**config.mk**
```make
export PLATFORM = sky130hd
export DESIGN_NAME = mem_access_flat
export DESIGN_NICKNAME = d
export VERILOG_FILES = /design/src/rtl/mem_access_if.sv /design/src/rtl/mem_access.sv /design/src/flat_wrapper.sv
export SDC_FILE = /design/constraint.sdc
export NUM_CORES = 1
export LEC_CHECK = 0
export ABC_AREA = 1
export BUFFER_PORTS_ARGS = -buffer_cell sky130_fd_sc_hd__buf_2
export CAP_MARGIN = 20
export CORE_MARGIN = 5
export CORE_UTILIZATION = 50
export DETAILED_ROUTE_END_ITERATION = 12
export MAX_ROUTING_LAYER = met4
export PLACE_DENSITY = 0.81
export REMOVE_ABC_BUFFERS = 1
export SLEW_MARGIN = 20
export SYNTH_ARGS = -nofsm -noshare
export SYNTH_HDL_FRONTEND = slang
export SYNTH_SLANG_ARGS = --single-unit
```
**constraint.sdc**
```tcl
create_clock -name clk -period 2.1 [get_ports clk]
set_input_delay 0.21 -clock clk [delete_from_list [all_inputs] [get_ports clk]]
set_output_delay 0.21 -clock clk [all_outputs]
set_load 0.02 [all_outputs]
```
**src/rtl/mem_access_if.sv**
```systemverilog
// Pipeline-side and data-memory-side signals of the memory-access stage.
// The stage itself uses the slave modport; its environment uses master.
interface mem_access_if;
  logic [4:0]  ex_regDest;
  logic [31:0] ex_value;
  logic [3:0]  ex_memOp;
  logic [31:0] ex_storeData;
  logic [4:0]  mem_regDest;
  logic [31:0] mem_value;
  logic        mem_stall;
  logic        mem_misaligned;
  logic        mem_busErr;
  logic        dmem_req;
  logic        dmem_we;
  logic [31:0] dmem_addr;
  logic [3:0]  dmem_be;
  logic [31:0] dmem_wdata;
  logic [31:0] dmem_rdata;
  logic        dmem_ack;

  modport slave (
    input  ex_regDest, ex_value, ex_memOp, ex_storeData, dmem_rdata, dmem_ack,
    output mem_regDest, mem_value, mem_stall, mem_misaligned, mem_busErr,
           dmem_req, dmem_we, dmem_addr, dmem_be, dmem_wdata
  );

  modport master (
    output ex_regDest, ex_value, ex_memOp, ex_storeData, dmem_rdata, dmem_ack,
    input  mem_regDest, mem_value, mem_stall, mem_misaligned, mem_busErr,
           dmem_req, dmem_we, dmem_addr, dmem_be, dmem_wdata
  );
endinterface

```
**src/rtl/mem_access.sv**
```systemverilog
// Memory-access pipeline stage: ALU pass-through, load/store bus transactions
// with lane selection, load extension, misalignment detection and ack timeout.
module mem_access #(
  parameter int ACK_TIMEOUT = 255
) (
  input logic         clk,
  input logic         rst,
  mem_access_if.slave bus
);

  localparam int CW = (ACK_TIMEOUT > 1) ? $clog2(ACK_TIMEOUT + 1) : 1;
  localparam logic [CW-1:0] CNT_LAST = CW'(ACK_TIMEOUT - 1);
  localparam bit TO_EN = (ACK_TIMEOUT != 0);

  typedef enum logic [1:0] {
    IDLE = 2'd0,
    BUSY = 2'd1,
    DONE = 2'd2
  } state_t;

  localparam logic [3:0] OP_LB  = 4'd1;
  localparam logic [3:0] OP_LBU = 4'd2;
  localparam logic [3:0] OP_LH  = 4'd3;
  localparam logic [3:0] OP_LHU = 4'd4;
  localparam logic [3:0] OP_LW  = 4'd5;
  localparam logic [3:0] OP_SB  = 4'd6;
  localparam logic [3:0] OP_SH  = 4'd7;
  localparam logic [3:0] OP_SW  = 4'd8;

  state_t        r_state;
  state_t        w_next;
  logic [CW-1:0] r_cnt;
  logic [31:0]   r_result;
  logic          r_err;
  logic          r_req;
  logic          r_we;
  logic [31:0]   r_addr;
  logic [3:0]    r_be;
  logic [31:0]   r_wdata;

  logic          w_is_load;
  logic          w_is_store;
  logic [1:0]    w_size;
  logic          w_misaligned;
  logic          w_issue;
  logic          w_timeout;

  function automatic logic [31:0] f_load_ext(input logic [3:0] op,
                                             input logic [1:0] lane,
                                             input logic [31:0] rdata);
    logic [7:0]  b;
    logic [15:0] h;
    b = rdata[8*lane +: 8];
    h = rdata[16*lane[1] +: 16];
    case (op)
      OP_LB:   f_load_ext = {{24{b[7]}}, b};
      OP_LBU:  f_load_ext = {24'd0, b};
      OP_LH:   f_load_ext = {{16{h[15]}}, h};
      OP_LHU:  f_load_ext = {16'd0, h};
      OP_LW:   f_load_ext = rdata;
      default: f_load_ext = 32'd0;
    endcase
  endfunction

  function automatic logic [3:0] f_store_be(input logic [1:0] size,
                                            input logic [1:0] lane);
    case (size)
      2'd0:    f_store_be = 4'b0001 << lane;
      2'd1:    f_store_be = lane[1] ? 4'b1100 : 4'b0011;
      default: f_store_be = 4'b1111;
    endcase
  endfunction

  function automatic logic [31:0] f_store_wdata(input logic [1:0] size,
                                                input logic [31:0] data);
    case (size)
      2'd0:    f_store_wdata = {4{data[7:0]}};
      2'd1:    f_store_wdata = {2{data[15:0]}};
      default: f_store_wdata = data;
    endcase
  endfunction

  // Operation decode: class, access size and alignment.
  always_comb begin
    w_is_load  = 1'b0;
    w_is_store = 1'b0;
    w_size     = 2'd2;
    case (bus.ex_memOp)
      OP_LB, OP_LBU:   begin w_is_load = 1'b1;  w_size = 2'd0; end
      OP_LH, OP_LHU:   begin w_is_load = 1'b1;  w_size = 2'd1; end
      OP_LW:           begin w_is_load = 1'b1;  w_size = 2'd2; end
      OP_SB:           begin w_is_store = 1'b1; w_size = 2'd0; end
      OP_SH:           begin w_is_store = 1'b1; w_size = 2'd1; end
      OP_SW:           begin w_is_store = 1'b1; w_size = 2'd2; end
      default:         begin w_is_load = 1'b0;  w_is_store = 1'b0; end
    endcase
    if (w_size == 2'd1) begin
      w_misaligned = bus.ex_value[0];
    end else if (w_size == 2'd2) begin
      w_misaligned = (bus.ex_value[1:0] != 2'b00);
    end else begin
      w_misaligned = 1'b0;
    end
    w_issue   = (w_is_load || w_is_store) && !w_misaligned;
    w_timeout = TO_EN && (r_cnt == CNT_LAST);
  end

  // State register.
  always_ff @(posedge clk or negedge rst) begin
    if (!rst) begin
      r_state <= IDLE;
    end else begin
      r_state <= w_next;
    end
  end

  // Next-state logic.
  always_comb begin
    w_next = r_state;
    case (r_state)
      IDLE: begin
        if (w_issue) begin
          w_next = BUSY;
        end else begin
          w_next = IDLE;
        end
      end
      BUSY: begin
        if (bus.dmem_ack || w_timeout) begin
          w_next = DONE;
        end else begin
          w_next = BUSY;
        end
      end
      DONE:    w_next = IDLE;
      default: w_next = IDLE;
    endcase
  end

  // Pipeline-facing outputs; IDLE is a zero-latency pass-through.
  always_comb begin
    bus.mem_regDest    = 5'd0;
    bus.mem_value      = 32'd0;
    bus.mem_stall      = 1'b0;
    bus.mem_misaligned = 1'b0;
    bus.mem_busErr     = 1'b0;
    case (r_state)
      IDLE: begin
        if (w_issue) begin
          bus.mem_stall = 1'b1;
        end else if (w_misaligned && (w_is_load || w_is_store)) begin
          bus.mem_misaligned = 1'b1;
        end else begin
          bus.mem_regDest = bus.ex_regDest;
          bus.mem_value   = bus.ex_value;
        end
      end
      BUSY: bus.mem_stall = 1'b1;
      DONE: begin
        bus.mem_busErr = r_err;
        if (w_is_load && !r_err) begin
          bus.mem_regDest = bus.ex_regDest;
          bus.mem_value   = r_result;
        end else begin
          bus.mem_regDest = 5'd0;
        end
      end
      default: bus.mem_stall = 1'b0;
    endcase
  end

  // Bus registers, timeout counter, captured load data and error flag.
  always_ff @(posedge clk or negedge rst) begin
    if (!rst) begin
      r_cnt    <= '0;
      r_result <= 32'd0;
      r_err    <= 1'b0;
      r_req    <= 1'b0;
      r_we     <= 1'b0;
      r_addr   <= 32'd0;
      r_be     <= 4'd0;
      r_wdata  <= 32'd0;
    end else begin
      case (r_state)
        IDLE: begin
          if (w_issue) begin
            r_req   <= 1'b1;
            r_we    <= w_is_store;
            r_addr  <= {bus.ex_value[31:2], 2'b00};
            r_be    <= f_store_be(w_size, bus.ex_value[1:0]);
            r_wdata <= f_store_wdata(w_size, bus.ex_storeData);
            r_cnt   <= '0;
            r_err   <= 1'b0;
          end
        end
        BUSY: begin
          if (bus.dmem_ack) begin
            r_result <= f_load_ext(bus.ex_memOp, bus.ex_value[1:0], bus.dmem_rdata);
            r_req    <= 1'b0;
            r_we     <= 1'b0;
          end else if (w_timeout) begin
            r_req <= 1'b0;
            r_we  <= 1'b0;
            r_err <= 1'b1;
          end else begin
            r_cnt <= r_cnt + CW'(1);
          end
        end
        default: r_err <= r_err;
      endcase
    end
  end

  assign bus.dmem_req   = r_req;
  assign bus.dmem_we    = r_we;
  assign bus.dmem_addr  = r_addr;
  assign bus.dmem_be    = r_be;
  assign bus.dmem_wdata = r_wdata;

endmodule

```
**src/flat_wrapper.sv**
```systemverilog
// flat-port wrapper written by rule: the top's interface ports become plain ports
module mem_access_flat 
#(
  parameter int ACK_TIMEOUT = 255
)
  (clk, rst, bus_ex_regDest, bus_ex_value, bus_ex_memOp, bus_ex_storeData, bus_dmem_rdata, bus_dmem_ack, bus_mem_regDest, bus_mem_value, bus_mem_stall, bus_mem_misaligned, bus_mem_busErr, bus_dmem_req, bus_dmem_we, bus_dmem_addr, bus_dmem_be, bus_dmem_wdata);
  mem_access_if bus_i ();
  input logic clk;
  input logic rst;
  input wire logic [$bits(bus_i.ex_regDest)-1:0] bus_ex_regDest;
  input wire logic [$bits(bus_i.ex_value)-1:0] bus_ex_value;
  input wire logic [$bits(bus_i.ex_memOp)-1:0] bus_ex_memOp;
  input wire logic [$bits(bus_i.ex_storeData)-1:0] bus_ex_storeData;
  input wire logic [$bits(bus_i.dmem_rdata)-1:0] bus_dmem_rdata;
  input wire logic [$bits(bus_i.dmem_ack)-1:0] bus_dmem_ack;
  output wire logic [$bits(bus_i.mem_regDest)-1:0] bus_mem_regDest;
  output wire logic [$bits(bus_i.mem_value)-1:0] bus_mem_value;
  output wire logic [$bits(bus_i.mem_stall)-1:0] bus_mem_stall;
  output wire logic [$bits(bus_i.mem_misaligned)-1:0] bus_mem_misaligned;
  output wire logic [$bits(bus_i.mem_busErr)-1:0] bus_mem_busErr;
  output wire logic [$bits(bus_i.dmem_req)-1:0] bus_dmem_req;
  output wire logic [$bits(bus_i.dmem_we)-1:0] bus_dmem_we;
  output wire logic [$bits(bus_i.dmem_addr)-1:0] bus_dmem_addr;
  output wire logic [$bits(bus_i.dmem_be)-1:0] bus_dmem_be;
  output wire logic [$bits(bus_i.dmem_wdata)-1:0] bus_dmem_wdata;
  assign bus_i.ex_regDest = bus_ex_regDest;
  assign bus_i.ex_value = bus_ex_value;
  assign bus_i.ex_memOp = bus_ex_memOp;
  assign bus_i.ex_storeData = bus_ex_storeData;
  assign bus_i.dmem_rdata = bus_dmem_rdata;
  assign bus_i.dmem_ack = bus_dmem_ack;
  assign bus_mem_regDest = bus_i.mem_regDest;
  assign bus_mem_value = bus_i.mem_value;
  assign bus_mem_stall = bus_i.mem_stall;
  assign bus_mem_misaligned = bus_i.mem_misaligned;
  assign bus_mem_busErr = bus_i.mem_busErr;
  assign bus_dmem_req = bus_i.dmem_req;
  assign bus_dmem_we = bus_i.dmem_we;
  assign bus_dmem_addr = bus_i.dmem_addr;
  assign bus_dmem_be = bus_i.dmem_be;
  assign bus_dmem_wdata = bus_i.dmem_wdata;
  mem_access #(.ACK_TIMEOUT(ACK_TIMEOUT)) u_core (.clk(clk), .rst(rst), .bus(bus_i));
endmodule
```
==> results.tsv, run 1 <==
metric	value	unit
cts_buffer_depth	2	
via_count	6102	
p_comb_share	39.5	%
clkTransAtPathRegs	0.07	ns
cts-root-buf	clkbuf_16	
whs	0.102	ns
cts_made_buffers	9	
clock_latency	0.36	ns
ir_drop	729	µV
antenna_found_initial	2	
crit_chain	nor3_2 -> buf_4 -> nand3_1 -> o21ai_0 -> buf_2	
p_total	8.17	mW
rr_worst_depth	7	
first_pass_iters	6	
timing.critical_path.buf_inv	2	
synth_edf_count	0	
synth.avg_cell_area	7.43	µm²
skew	0.00682	ns
synth.distinct_cells	39	
num_rows	40	
io_buffers	215	
start_util	50.5	%
gp_congestion	0.874	
powerDensity	1070	nW/µm²
clock.fmax	0.490	GHz
timing.critical_path.required	1.89	ns
layout.nets	1131	
grt_overflow	0	
synth_cells	807	
worst-path-max-fanout	26	
finalCritPeriodShare	97.2	%
vias_per_cell	5.19	
setup_viol	0	
worst_slew_pin_slew	0.670	ns
path_depth	5	
hold_viol	0	
r2r-start	u_core.r_state[1]$_DFF_PN0_	
netlist_area	6000	µm²
cts_tree	built	
io_pins	218	
grt_max_degree	43	
min_from	bus_ex_value[3]	
p_int	4.84	mW
ys_ff_latch	111	
ys_seq_area_share	46.3	%
end_kind	output pin	
worstHoldPathCells	3	
cp.arrival	1.83	ns
swShare	40.7	%
clkPwrFrac	20.2	%
grt_pass1_vias	5874	
drt_wl_total	17500	µm
syn_to_final_growth	27.0	%
power_frac_seq	40.3	%
h-tree-depth	3	
leakage	4.30	nW
synthArstFlopShare	100	%
yosys_most_used_dff	dfrtp_1	
path_class	flop to output pin	
rsz0062_at_grt	true	
grt_pass1_wl	28600	µm
drtIter0Drc	488	
crit_path_top_delay_cell	dfrtp_1	
fill_cells	1067	
timing.rr.end	u_core.r_result[4]$_DFFE_PN0P_	
switchingPower	3.32	mW
slew-limit-headroom	55.3	%
worst_slack	0.0593	ns
ys_warn_count	0	
slowest_delay	0.46	ns
track_usage	25.4	%
die_y	120	µm
path_delay_family	buffers and inverters	
dp_hpwl	13000	µm
die_w	120	µm
dp_slack	0.204	ns
wl_per_cell	14.9	µm
postRouteAntennaNets	0	
die-area	14300	µm²
crit_path_start_kind	flop	
cap_violations	0	
status	complete, no violations	
drive_gt1_share	27.6	%
clock-sinks	111	
layout_min_cycle_time	2.04	ns
maxSlewViolCount	0	
min_path_type	input pin to flop	
finish.utilization	64.2	%
cts_setup_buffers	0	
drc	0	
rrSetupSlack	0.27	ns
coreArea	11900	µm²
min_to	u_core.bus.dmem_addr[3]$_DFFE_PN0P_	
==> timing repair <==
item	CTS	global route
endpoints found under the hold margin	40	0
hold buffers	1	0
setup endpoints to repair	27	23
resized for setup	1	1
==> Yosys cell counts, drive strengths merged (3+ instances only) <==
cell type  number  area share, %
nor3            3           0.25
inv            70            4.4
o22ai           6           0.63
nor3b           3           0.38
a21oi          30            2.5
a21boi          5           0.63
buf            24            2.8
nand2         289             18
o21ai         118             10
nor2           24            1.8
a22oi          16            2.0
o211ai          3           0.38
dfrtp         111             46
nand3          72            6.4
clkbuf         19            1.2
==> stage by stage <==
stage / instance area (µm²) / TNS, ns / std cells
CTS: 7610 / 0 / 1173
detailed placement: 7310 / 0 / 1156
global placement: 7310 / 0 / 1156
finish: 7620 / 0 / 1175
global route: 7620 / -0.790 / 1175
floorplan: 5760 / -48.76 / 765
==> sequential cells by signal, indices dropped and copies added (netlist names), 2 cells and up <==
name,cells
u_core.r_cnt,8
u_core.bus.dmem_be,4
u_core.r_result,32
u_core.r_state,2
u_core.bus.dmem_wdata,32
u_core.bus.dmem_addr,30
==> cell usage in the layout, fill, tap and decap left out, types with 3 or more instances in the layout <==
cell type / synthesis / routed
a21boi_0: 5 / 5
a21oi_1: 30 / 30
a22oi_1: 16 / 16
buf_12: 0 / 5
buf_2: 10 / 214
buf_4: 3 / 25
clkbuf_16: 0 / 9
clkinv_2: 0 / 3
dfrtp_1: 111 / 111
inv_1: 68 / 68
nand2_1: 284 / 284
nand2_2: 4 / 4
nand3_1: 69 / 69
nor2_1: 18 / 16
nor2_2: 5 / 6
nor3b_1: 3 / 3
o211ai_1: 3 / 3
o21ai_0: 73 / 73
o21ai_1: 42 / 42
o21ai_2: 3 / 3
o22ai_1: 6 / 6
==> area by class of cell <==
class	count	area, µm²	share of cell area, %
flip-flops and latches	111	2780	36.5
multi-input cells	582	2730	35.8
repair buffers	245	1370	18.0
inverters	72	270	3.55
clock buffers	11	253	3.32
well taps	147	184	2.41
clock inverters	5	31.3	0.411
diodes	2	5.00	0.0657
==> logic make-up after synthesis <==
logic type      count (synthesis)  synth area share (%)
compound gates                179                  16.3
xor+xnor                        2                 0.292
fa+ha+maj                       2                 0.417
buf+inv                       115                  8.51
flops                         111                  46.3
mux                             2                 0.334
other cells                     1                0.0625
simple gates                  395                  27.8
==> worst register-to-register path, delay by kind of cell (launching register included) <==
kind | cells | cell delay [ns]
simple gates | 3 | 0.59
flops | 1 | 0.41
buf+inv | 3 | 0.49
compound gates | 1 | 0.22
==> layer usage <==
| layer | wire length (µm) | track usage [%] | share of wire (%) |
|---|---|---|---|
| met5 | 0 | - | 0 |
| met2 | 8350 | 41.1 | 48 |
| met3 | 1230 | 5.28 | 7.0 |
| met1 | 7510 | 32.1 | 43 |
| met4 | 455 | 8.80 | 2.6 |
==> worst max path at each step <==
stage                                      from                  to  slack [ns]
floorplan           u_core.r_state[0]$_DFF_PN0_  bus_mem_regDest[0]       -1.03
global placement                bus_ex_memOp[3]   bus_mem_value[11]        0.23
detailed placement              bus_ex_memOp[3]   bus_mem_value[11]        0.20
CTS                 u_core.r_state[0]$_DFF_PN0_   bus_mem_value[22]        0.03
global route        u_core.r_state[0]$_DFF_PN0_  bus_mem_regDest[2]       -0.09
finish              u_core.r_state[0]$_DFF_PN0_   bus_mem_value[11]        0.06
==> power by group through the flow <==
stage	clock network, mW	registers, mW	logic, mW
floorplan	0	3.99	1.21
global placement	0	3.30	3.18
detailed placement	0	3.31	3.24
CTS	1.68	3.28	3.25
global route	1.76	3.38	3.54
finish	1.65	3.29	3.23
Power figures use the tool's default switching activity.
==> run 2: changes to the inputs <==
--- a/config.mk
+++ b/config.mk
@@ -6,7 +6,7 @@
 export NUM_CORES = 1
 export LEC_CHECK = 0
 export ABC_AREA = 1
-export BUFFER_PORTS_ARGS = -buffer_cell sky130_fd_sc_hd__buf_2
+export BUFFER_PORTS_ARGS = -buffer_cell sky130_fd_sc_hd__buf_4
 export CAP_MARGIN = 20
 export CORE_MARGIN = 5
 export CORE_UTILIZATION = 50
==> run 2 against run 1 <==
Critical path type unchanged. Die area unchanged. Power increased by 5.7%. Utilization increased by 4.4 points. Global-route usage increased by 0.50 points. Sequential power about the same. Setup slack improved by 0.028 ns. Largest power group is now combinational cells. Non-clock buffer count decreased by 3. Clock skew decreased by 0.0011 ns. Clock-buffer cell count unchanged. Maximum frequency increased by 1.4%. First-iteration DRC count increased by 24%. Critical path depth decreased by 1.
==> results.tsv, run 2 (synthesized netlist as in run 1, its figures left out) <==
metric	value	unit	change
status	complete, no violations		unchanged
swShare	38.9	%	was 40.7%
die_w	120	µm	unchanged
crit_path_top_delay_cell	dfrtp_1		unchanged
drive_gt1_share	27.4	%	was 27.6%
skew	0.00572	ns	was 0.00682 ns
grt_overflow	0		unchanged
grt_pass1_wl	29100	µm	was 28600 µm
finish.utilization	68.6	%	was 64.2%
crit_path_start_kind	flop		unchanged
regArea	2780	µm²	unchanged
final_area	8130	µm²	was 7620 µm²
wl_per_cell	15.2	µm	was 14.9 µm
drtIter0Drc	603		was 488
gp_congestion	0.949		was 0.874
dp.cells	1153		was 1156
cts_setup_buffers	0		unchanged
clock-sinks	111		unchanged
tns	0	ns	unchanged
leakage	4.42	nW	was 4.30 nW
fill_cells	1026		was 1067
worstHoldPathCells	3		unchanged
path_class	flop to output pin		unchanged
multi_input_area	2730	µm²	about the same
instances_no_fill	1170		was 1175
io_buffers	215		unchanged
r2r-start	u_core.r_cnt[0]$_DFFE_PN0P_		was u_core.r_state[1]$_DFF_PN0_
clkPwrFrac	19.2	%	was 20.2%
clock_latency	0.36	ns	about the same
rr_worst_depth	7		unchanged
die_y	120	µm	unchanged
drt_wl_total	17800	µm	was 17500 µm
h-tree-depth	3		unchanged
timing.critical_path.buf_inv	1		was 2
dp_hpwl	13200	µm	was 13000 µm
ir_drop	547	µV	was 729 µV
finalCritPeriodShare	95.8	%	was 97.2%
diodes	0		was 2
cp.arrival	1.80	ns	was 1.83 ns
start_util	50.5	%	unchanged
cts-root-buf	clkbuf_16		unchanged
min_to	u_core.bus.dmem_addr[12]$_DFFE_PN0P_		was u_core.bus.dmem_addr[3]$_DFFE_PN0P_
slowest_delay	0.45	ns	was 0.46 ns
track_usage	25.9	%	was 25.4%
min_path_type	input pin to flop		unchanged
maxSlewViolCount	0		unchanged
final_cell_mix	nand2_1, buf_4, dfrtp_1		was nand2_1, buf_2, dfrtp_1
final_common_cell	nand2_1		unchanged
hold_viol	0		unchanged
powerDensity	1060	nW/µm²	was 1070 nW/µm²
cts_tree	built		unchanged
layout_min_cycle_time	2.01	ns	was 2.04 ns
path_delay_family	simple AND/OR/NAND/NOR gates		was buffers and inverters
first_pass_iters	5		was 6
clkTransAtPathRegs	0.07	ns	about the same
num_rows	40		unchanged
drc	0		unchanged
placed_area	7820	µm²	was 7310 µm²
p_comb_share	42.5	%	was 39.5%
postRouteAntennaNets	0		unchanged
antenna_found_initial	0		was 2
end_kind	output pin		unchanged
min_from	bus_ex_value[12]		was bus_ex_value[3]
whs	0.111	ns	was 0.102 ns
p_int	5.28	mW	was 4.84 mW
layout.nets	1128		was 1131
worst_slack	0.0872	ns	was 0.0593 ns
timing.rr.end	u_core.r_cnt[5]$_DFFE_PN0P_		was u_core.r_result[4]$_DFFE_PN0P_
worst-path-max-fanout	11		was 26
coreArea	11900	µm²	unchanged
power_frac_seq	38.3	%	was 40.3%
syn_to_final_growth	35.6	%	was 27.0%
rrSetupSlack	0.42	ns	was 0.27 ns
die-area	14300	µm²	unchanged
rsz0062_at_grt	false		was true
crit_chain	nor3_4 -> nand2_2 -> o22ai_1 -> buf_4		was nor3_2 -> buf_4 -> nand3_1 -> o21ai_0 -> buf_2
cts_made_buffers	9		unchanged
io_pins	218		unchanged
setup_viol	0		unchanged
p_total	8.64	mW	was 8.17 mW
cts_buffer_depth	2		unchanged
vias_per_cell	5.20		was 5.19
cap_violations	0		unchanged
clock.fmax	0.497	GHz	was 0.490 GHz
worst_slew_pin_slew	0.699	ns	was 0.670 ns
slew-limit-headroom	53.4	%	was 55.3%
via_count	6084		was 6102
switchingPower	3.36	mW	was 3.32 mW
dp_slack	0.158	ns	was 0.204 ns
grt_max_degree	62		was 43
timing.critical_path.required	1.89	ns	about the same
grt_pass1_vias	5849		was 5874
==> run 2: cell types whose count changed in the layout (fill, tap and decap cells not counted), sizes merged <==
cell,delta
buf,-3
diode,-2
==> run 2: worst max path at each step <==
stage	slack (ns)	cells after the start	endpoint	from
2_1_floorplan	-1.03	3	bus_mem_regDest[0]	u_core.r_state[0]$_DFF_PN0_
3_3_place_gp	0.19	10	bus_mem_value[6]	bus_ex_memOp[3]
3_5_place_dp	0.16	10	bus_mem_value[2]	bus_ex_memOp[3]
4_1_cts	0.06	5	bus_mem_value[2]	u_core.r_state[0]$_DFF_PN0_
5_1_grt	0.008	5	bus_mem_value[1]	u_core.r_state[0]$_DFF_PN0_
6_report	0.09	4	bus_mem_value[1]	u_core.r_state[0]$_DFF_PN0_
==> run 2: cell type report <==
cell class,count,share of cell area (%)
flip-flops and latches,111,34.2
multi-input cells,582,33.5
repair buffers,242,23.2
inverters,72,3.32
clock buffers,11,3.11
well taps,147,2.26
clock inverters,5,0.385
==> run 2: what timing repair did <==
item | in CTS | in global routing
endpoints found under the setup margin | 3 | 5
hold endpoints to repair | 40 | 0
hold buffers | 1 | 0
gates resized for setup | 2 | 3
==> run 2: metal layers <==
| metal | part of all wire (%) | routed length, µm | GRT usage, % | up-vias |
|---|---|---|---|---|
| met5 | 0 | 0 | - | - |
| met4 | 2.9 | 524 | 10.5 | 0 |
| met3 | 5.7 | 1020 | 4.48 | 32 |
| met2 | 48 | 8510 | 41.1 | 219 |
| met1 | 44 | 7760 | 33.4 | 2793 |
| li1 | - | - | - | 3040 |
==> run 2: worst reg2reg max path, cell delays in order (launching register included) <==
cell     delay (ns)
dfrtp_1        0.42
inv_1          0.06
ha_1           0.19
nand3_1        0.12
nand4_1        0.39
nand2_4        0.29
nand2_1        0.07
o21ai_1        0.07
==> run 2: power groups by stage <==
stage               sequential, mW  clock, mW  combinational, mW
finish                        3.31       1.66               3.67
global route                  3.41       1.77               4.00
CTS                           3.31       1.70               3.70
detailed placement            3.33          0               3.69
global placement              3.31          0               3.62
floorplan                     3.99          0               1.21
